<file path="src/rtl/input_buffer_fifo.sv">
// Router input-port FIFO with occupancy tracking, almost-full threshold,
// arbitrary depth, synchronous flush and sticky overflow/underflow flags.
module input_buffer_fifo #(
    parameter  int DATA_WIDTH = 16,
    parameter  int DEPTH      = 5,
    parameter  int AF_THRESH  = DEPTH - 1,
    localparam int ADDR_WIDTH = $clog2(DEPTH),
    localparam int CNT_WIDTH  = $clog2(DEPTH + 1)
) (
    input  logic                  clk,
    input  logic                  reset,
    input  logic                  buf_flush_i,
    input  logic                  buf_write_i,
    input  logic [DATA_WIDTH-1:0] buf_data_i,
    input  logic                  buf_read_i,
    output logic [DATA_WIDTH-1:0] buf_data_o,
    output logic                  buf_valid_o,
    output logic                  buf_empty_o,
    output logic                  buf_full_o,
    output logic                  buf_almost_full_o,
    output logic [CNT_WIDTH-1:0]  buf_count_o,
    output logic                  buf_overflow_o,
    output logic                  buf_underflow_o,
    output logic [ADDR_WIDTH-1:0] buf_ram_waddr_o,
    output logic [ADDR_WIDTH-1:0] buf_ram_raddr_o
);

    logic [DATA_WIDTH-1:0] mem [DEPTH];
    logic [ADDR_WIDTH-1:0] waddr;
    logic [ADDR_WIDTH-1:0] raddr;
    logic [CNT_WIDTH-1:0]  count;
    logic [DATA_WIDTH-1:0] data_q;
    logic                  valid_q;
    logic                  ovf_q;
    logic                  udf_q;
    logic                  empty;
    logic                  full;
    logic                  wr_ok;
    logic                  rd_ok;

    // Pointers wrap explicitly so DEPTH need not be a power of two
    function automatic logic [ADDR_WIDTH-1:0] next_ptr(
        input logic [ADDR_WIDTH-1:0] p
    );
        return (p == ADDR_WIDTH'(DEPTH - 1)) ? '0 : p + 1'b1;
    endfunction

    assign empty = (count == '0);
    assign full  = (count == CNT_WIDTH'(DEPTH));

    // Accept decisions; a pop frees a slot for a same-cycle push at full
    always_comb begin
        rd_ok = buf_read_i && !empty;
        wr_ok = buf_write_i && (!full || rd_ok);
    end

    // Storage array; not cleared by reset or flush
    always_ff @(posedge clk) begin
        if (wr_ok && !buf_flush_i) begin
            mem[waddr] <= buf_data_i;
        end
    end

    // Pointers, occupancy, read register and sticky error flags
    always_ff @(posedge clk or posedge reset) begin
        if (reset) begin
            waddr   <= '0;
            raddr   <= '0;
            count   <= '0;
            data_q  <= '0;
            valid_q <= 1'b0;
            ovf_q   <= 1'b0;
            udf_q   <= 1'b0;
        end else if (buf_flush_i) begin
            waddr   <= '0;
            raddr   <= '0;
            count   <= '0;
            valid_q <= 1'b0;
            ovf_q   <= 1'b0;
            udf_q   <= 1'b0;
        end else begin
            valid_q <= rd_ok;
            if (rd_ok) begin
                data_q <= mem[raddr];
                raddr  <= next_ptr(raddr);
            end
            if (wr_ok) begin
                waddr <= next_ptr(waddr);
            end
            if (wr_ok && !rd_ok) begin
                count <= count + 1'b1;
            end else if (rd_ok && !wr_ok) begin
                count <= count - 1'b1;
            end
            if (buf_write_i && !wr_ok) begin
                ovf_q <= 1'b1;
            end
            if (buf_read_i && !rd_ok) begin
                udf_q <= 1'b1;
            end
        end
    end

    assign buf_data_o        = data_q;
    assign buf_valid_o       = valid_q;
    assign buf_empty_o       = empty;
    assign buf_full_o        = full;
    assign buf_almost_full_o = (count >= CNT_WIDTH'(AF_THRESH));
    assign buf_count_o       = count;
    assign buf_overflow_o    = ovf_q;
    assign buf_underflow_o   = udf_q;
    assign buf_ram_waddr_o   = waddr;
    assign buf_ram_raddr_o   = raddr;

endmodule

</file>
<file path="config.mk">
export PLATFORM = sky130hd
export DESIGN_NAME = input_buffer_fifo
export DESIGN_NICKNAME = d
export VERILOG_FILES = /design/src/rtl/input_buffer_fifo.sv
export SDC_FILE = /design/constraint.sdc
export NUM_CORES = 1
export LEC_CHECK = 0
export ABC_AREA = 1
export BUFFER_PORTS_ARGS = -buffer_cell sky130_fd_sc_hd__clkbuf_2
export CORE_MARGIN = 4
export CORE_UTILIZATION = 33
export CTS_BUF_LIST = sky130_fd_sc_hd__clkbuf_8
export DETAILED_ROUTE_END_ITERATION = 16
export PLACE_DENSITY = 0.53
export SYNTH_ARGS = -nofsm -noshare
export SYNTH_HDL_FRONTEND = slang
export SYNTH_SLANG_ARGS = --single-unit
export TNS_END_PERCENT = 50
</file>
<file path="constraint.sdc">
create_clock -name clk -period 2.41 [get_ports clk]
set_input_delay 0.1205 -clock clk [delete_from_list [all_inputs] [get_ports clk]]
set_output_delay 0.1205 -clock clk [all_outputs]
set_load 0.05 [all_outputs]
</file>
Word level (Yosys, flattened, before mapping). Memories as Yosys holds them, arrays and structs flattened. A register that Yosys moved wholly into a read port is not among the register bits. Cells that the tools add are included.

Bits in registers: 12. RAM bits: 80. Output and inout bits: 31. Word-level logic and storage cells: 52. Memories: 1.

Memory list: mem (depth 5, bits a word 16, rd ports 1, clocked after memory_dff 1, write ports 1, line 28) `logic [DATA_WIDTH-1:0] mem [DEPTH];`.

Add/subtract/negate cells: 4. Order comparisons: 1. Eq/ne operators: 3. Mux-type cells: 16. Bitwise operators: 1. Reductions and logical operators: 20.

Operator list (number): 3-bit 2-to-1 mux (9); 3-bit by 1-bit adder with 3-bit output, second input constant (3); 3-bit equality test, second input constant (3); 2-bit nonzero test (4); 1-bit logical AND (7); 1-bit 2-to-1 mux (7); 1-bit logical NOT (5); 3-bit greater-or-equal comparator, second input constant (1); 3-bit logical NOT (1); 3-bit nonzero test (1); 3-bit by 1-bit subtractor with 3-bit output, second input constant (1); 2-bit AND reduction (1); 1-bit logical OR (1); 1-bit inverter (1).

Logic depth before layout (Yosys ltp).
Word-level depth: 10. Gate-level depth with buffers: 14. Mapped depth without buffers: 14.

Least setup slack after synthesis. OpenSTA, ideal clock, no wires.

Kind: reg2reg. From: reg count[1], in the netlist buf_count_o[1]. To: mem mem[0][0] (enable). Library setup time: 0.409 ns. Arrival time: 2.379 ns. Required time: 2.001 ns. Setup slack: -0.378 ns. Stages on the path, launching flop included: 7. Clock period less this slack: 2.788 ns. Cells stage by stage: dfrtp_1 > inv_1 > nand3_2 > o21ai_1 > nor2_2 > inv_2 > nor3_1.

Cells in the longest elaborated chain, start to end: 8.

Ends and longest elaborated chain: from (decl) (line 31) `logic [CNT_WIDTH-1:0] count;`; from (signal assigned) (line 91) `count <= count + 1'b1;`; from (signal assigned) (line 93) `count <= count - 1'b1;`; 3-bit logical NOT (line 48) `assign empty = (count == '0);`; 1-bit logical NOT (line 53) `rd_ok = buf_read_i && !empty;`; 1-bit logical AND (line 53); 1-bit logical OR * (line 54) `wr_ok = buf_write_i && (!full || rd_ok);`; 1-bit logical AND * (line 54); 1-bit logical AND * (line 59) `if (wr_ok && !buf_flush_i) begin`; 1-bit 2-to-1 mux * (line 59); 1-bit 2-to-1 mux (implied by the code) * (line 60) `mem[waddr] <= buf_data_i;`; to (decl) (line 28).

Mark *: on every way between the ends. The rest lies on a longest branch, timed or not.

Final worst setup path.
From: reg count[2], in the netlist buf_count_o[2]. To: reg count[2], in the netlist buf_count_o[2].

Cells in the longest elaborated chain, start to end: 8.

Ends and longest elaborated chain: branches (longest 8 deep; another with 3-bit by 1-bit subtractor with 3-bit output).

Parallel ways; which one is timed is not known. The select of a mux whose other input is x is not followed. A chain may end at the register's enable or synchronous reset.

==> run metrics <==
Worst slew margin=0.635; minimum clock period=1.81 ns; largest cells by area after synthesis=edfxtp_1 53%, dfrtp_1 16%, nand2_1 5.4%, nand3_1 2.8%, nor2_1 2.6%; CTS buffer count=9; Syn. warnings=0; final WL=about 9400 um; post-synth top area share=0.533; Core ar.=0.0133 sq mm; Fin. Hold Viols=0; initial antenna violation count=0; cell repeated most along the worst path=nand2_1; CP Launch Type=register; Die ar.=about 0.016 sq mm; Syn Nets=~400; Root Buffer=clkbuf_8; RR Startpoint=buf_count_o[2]; max-slew violations=0; Netlist cell types=35; Overflow after GRT=0; Seq cells post-synth=108; # diodes=0; Max H-tree Level=3; Worst Hold Endpoint=mem[4][3]; Routed Antenna Nets=0; largest net degree at the start of global routing=36; ys async rst share=0.259; register area share after synthesis=0.689; clock skew=around 0.0087 ns; share of post-route cells with drive strength above 1=0.217; initial DRC count=185; Worst Path Arrival=2.08 ns; RD Place Congestion=0.720; max incr delay on CP=0.48 ns; area delta synth->final=16.9%; postcts setup bufs=0; most frequent cells in the layout=80 x edfxtp_1, 65 x nand2_1, 51 x clkbuf_2, 31 x nor2_1; via count=2,948; hold path start=buf_data_i[3]; worst vdd ir=0.302 mV; fin area=0.00527 sq mm; hold path depth=1; IO Port Bufs=51; clock slew at reported path FFs=0.09 ns; Req. time, crit path=2.68 ns; Slew @ Worst Pin=around 0.54 ns; R2R Setup Slk=0.60 ns; final setup fails=0; Most used DFF post-synth=edfxtp_1; cell row count=42; Worst-Skew Late Latency=0.37 ns; DRC Markers=0; Initial Utilization=0.339; final period utilization=0.752; largest area contributor in the netlist=edfxtp_1; Vias/cell=roughly 4.7; Post-Syn Area=0.00451 sq mm; Final Core Density=0.396; PwrDens=1020 mW/mm^2; number of flops mapped to enable cells by yosys=80; CTS tree=yes; path depth of the worst reg2reg path=14; NumNets Final=469; Syn Area/Cell=12.1 sq um; Tot Pwr=between 0.005 and 0.006 W; RSZ-0062 raised after global routing=no; chip height=125 um; worst-path fanout max=7; reg2reg end=buf_count_o[2]; HP Class=in -> reg; leak pwr=2.17 nW; Resized Gates After CTS=0; dpl hpwl=5930 um; slowest stage cell on the critical path=dfrtp_1; vias in the first global route=2,911; Fmax=552 MHz; clk buf depth=2; wire per inst=~15 um; most common cell after layout, fill and taps aside=edfxtp_1; Setup CP Type=reg -> reg; Clock Sinks=about 110; wire length of the first global-routing pass=15,500 um; max-cap violations=0; Total GRT Usage=0.125; endpoint class of the critical path=register; status=completed; I/O Pins=52; CP Cell Sequence=nor2_2 > nand2_4 > nand2_2 > nand3_2 > inv_1 > fa_1 > inv_1 > nand2_1 > nand2_1 > inv_1 > nand2_1 > nand2_1 > nand2_1 > nand2_1; placed cell area=0.00491 sq mm; Syn Inst Count=between 300 and 400; Post-Place Cells=slightly below 600; Pre-antenna DRT Iters=4; fillcell total=1,261; Die W=~120 um; Layout Cells excl Fill=623
==> worst max-delay path by stage <==
stage	startpoint	endpoint	slack, ns	cells past startpoint
floorplan	buf_count_o[1]	mem[0][0]	-0.38	6
detailed placement	buf_count_o[1]	buf_count_o[2]	0.59	13
global placement	buf_count_o[2]	buf_count_o[2]	0.64	14
global route	buf_count_o[1]	buf_count_o[2]	0.39	13
CTS	buf_count_o[1]	buf_count_o[2]	0.58	13
finish	buf_count_o[2]	buf_count_o[2]	0.60	14
==> routing by layer <==
metal  GRT usage  up-vias  part of all wire
met5           0        -                 0
met4      0.0568        0             0.022
met3      0.0240       15             0.039
met2       0.203       65              0.48
met1       0.163     1446              0.46
li1            -     1422                 -
==> layout make-up <==
| type | count | area [sq um] | share of cell area |
|---|---|---|---|
| Clock buffer | 10 | 138 | 0.0261 |
| Clock inverter | 5 | 46.3 | 0.00879 |
| Inverter | 32 | 128 | 0.0242 |
| Multi-Input combinational cell | 216 | 1140 | 0.217 |
| Sequential cell | 108 | 3100 | 0.589 |
| Tap cell | 176 | 220 | 0.0418 |
| Timing Repair Buffer | 76 | 485 | 0.0922 |
==> cells by family after synthesis <==
| group | count (synthesis) | share of synthesized area |
|---|---|---|
| AOI/OAI and AO/OA | 76 | 0.103 |
| adders and majority gates | 5 | 0.0156 |
| buffers and inverters | 47 | 0.0616 |
| DFF | 108 | 0.689 |
| and+or+nand+nor | 135 | 0.131 |
==> state kept, by name, summed over array words and instances (netlist names) <==
name,flops
buf_count_o,3
buf_data_o,16
buf_overflow_o,1
buf_ram_raddr_o,3
buf_ram_waddr_o,3
buf_underflow_o,1
buf_valid_o,1
mem,80
==> critical path: cells and delay by family, from the launching register on <==
family                   cells  cell delay, ns
AND/OR/NAND/NOR             10            0.68
buffers and inverters        3            0.18
adder cells (fa/ha/maj)      1            0.39
flip-flops                   1            0.48
==> what timing repair did <==
action                     in CTS  in global routing
hold endpoints to repair      104                  0
setup endpoints to repair       0                  0
hold buffers                   17                  0
==> synthesized netlist by cell type, types with 2 or more instances <==
| library cell | count |
|---|---|
| o21ai_2 | 4 |
| a21oi_2 | 3 |
| a2bb2oi_1 | 6 |
| nand2_1 | 65 |
| a21boi_1 | 8 |
| nor3_1 | 6 |
| buf_2 | 4 |
| buf_8 | 2 |
| o21ai_0 | 21 |
| inv_2 | 4 |
| nor2_2 | 2 |
| clkbuf_8 | 4 |
| a21oi_1 | 18 |
| buf_6 | 3 |
| dfrtp_1 | 28 |
| nand3_1 | 25 |
| nor2_1 | 31 |
| o21ai_1 | 12 |
| a21boi_2 | 2 |
| edfxtp_1 | 80 |
| nand3_2 | 2 |
| inv_1 | 25 |
| ha_1 | 4 |
==> power breakdown <==
part,switching (W),internal [W],leakage (nW)
Clock,0.000563,0.000491,0.106
Combinational,0.00143,0.000526,1.01
Sequential,0.000161,0.00220,1.06
==> per-stage QoR <==
step	TNS [ns]	worst slack [ns]	hold slack, ns
floorplan	-24.22	-0.378	0.184
global placement	0	0.636	0.210
detailed placement	0	0.591	0.224
CTS	0	0.584	0.00323
global route	0	0.386	0.0123
finish	0	0.598	0.0103
Note: power is estimated with default switching activity, not from simulation.
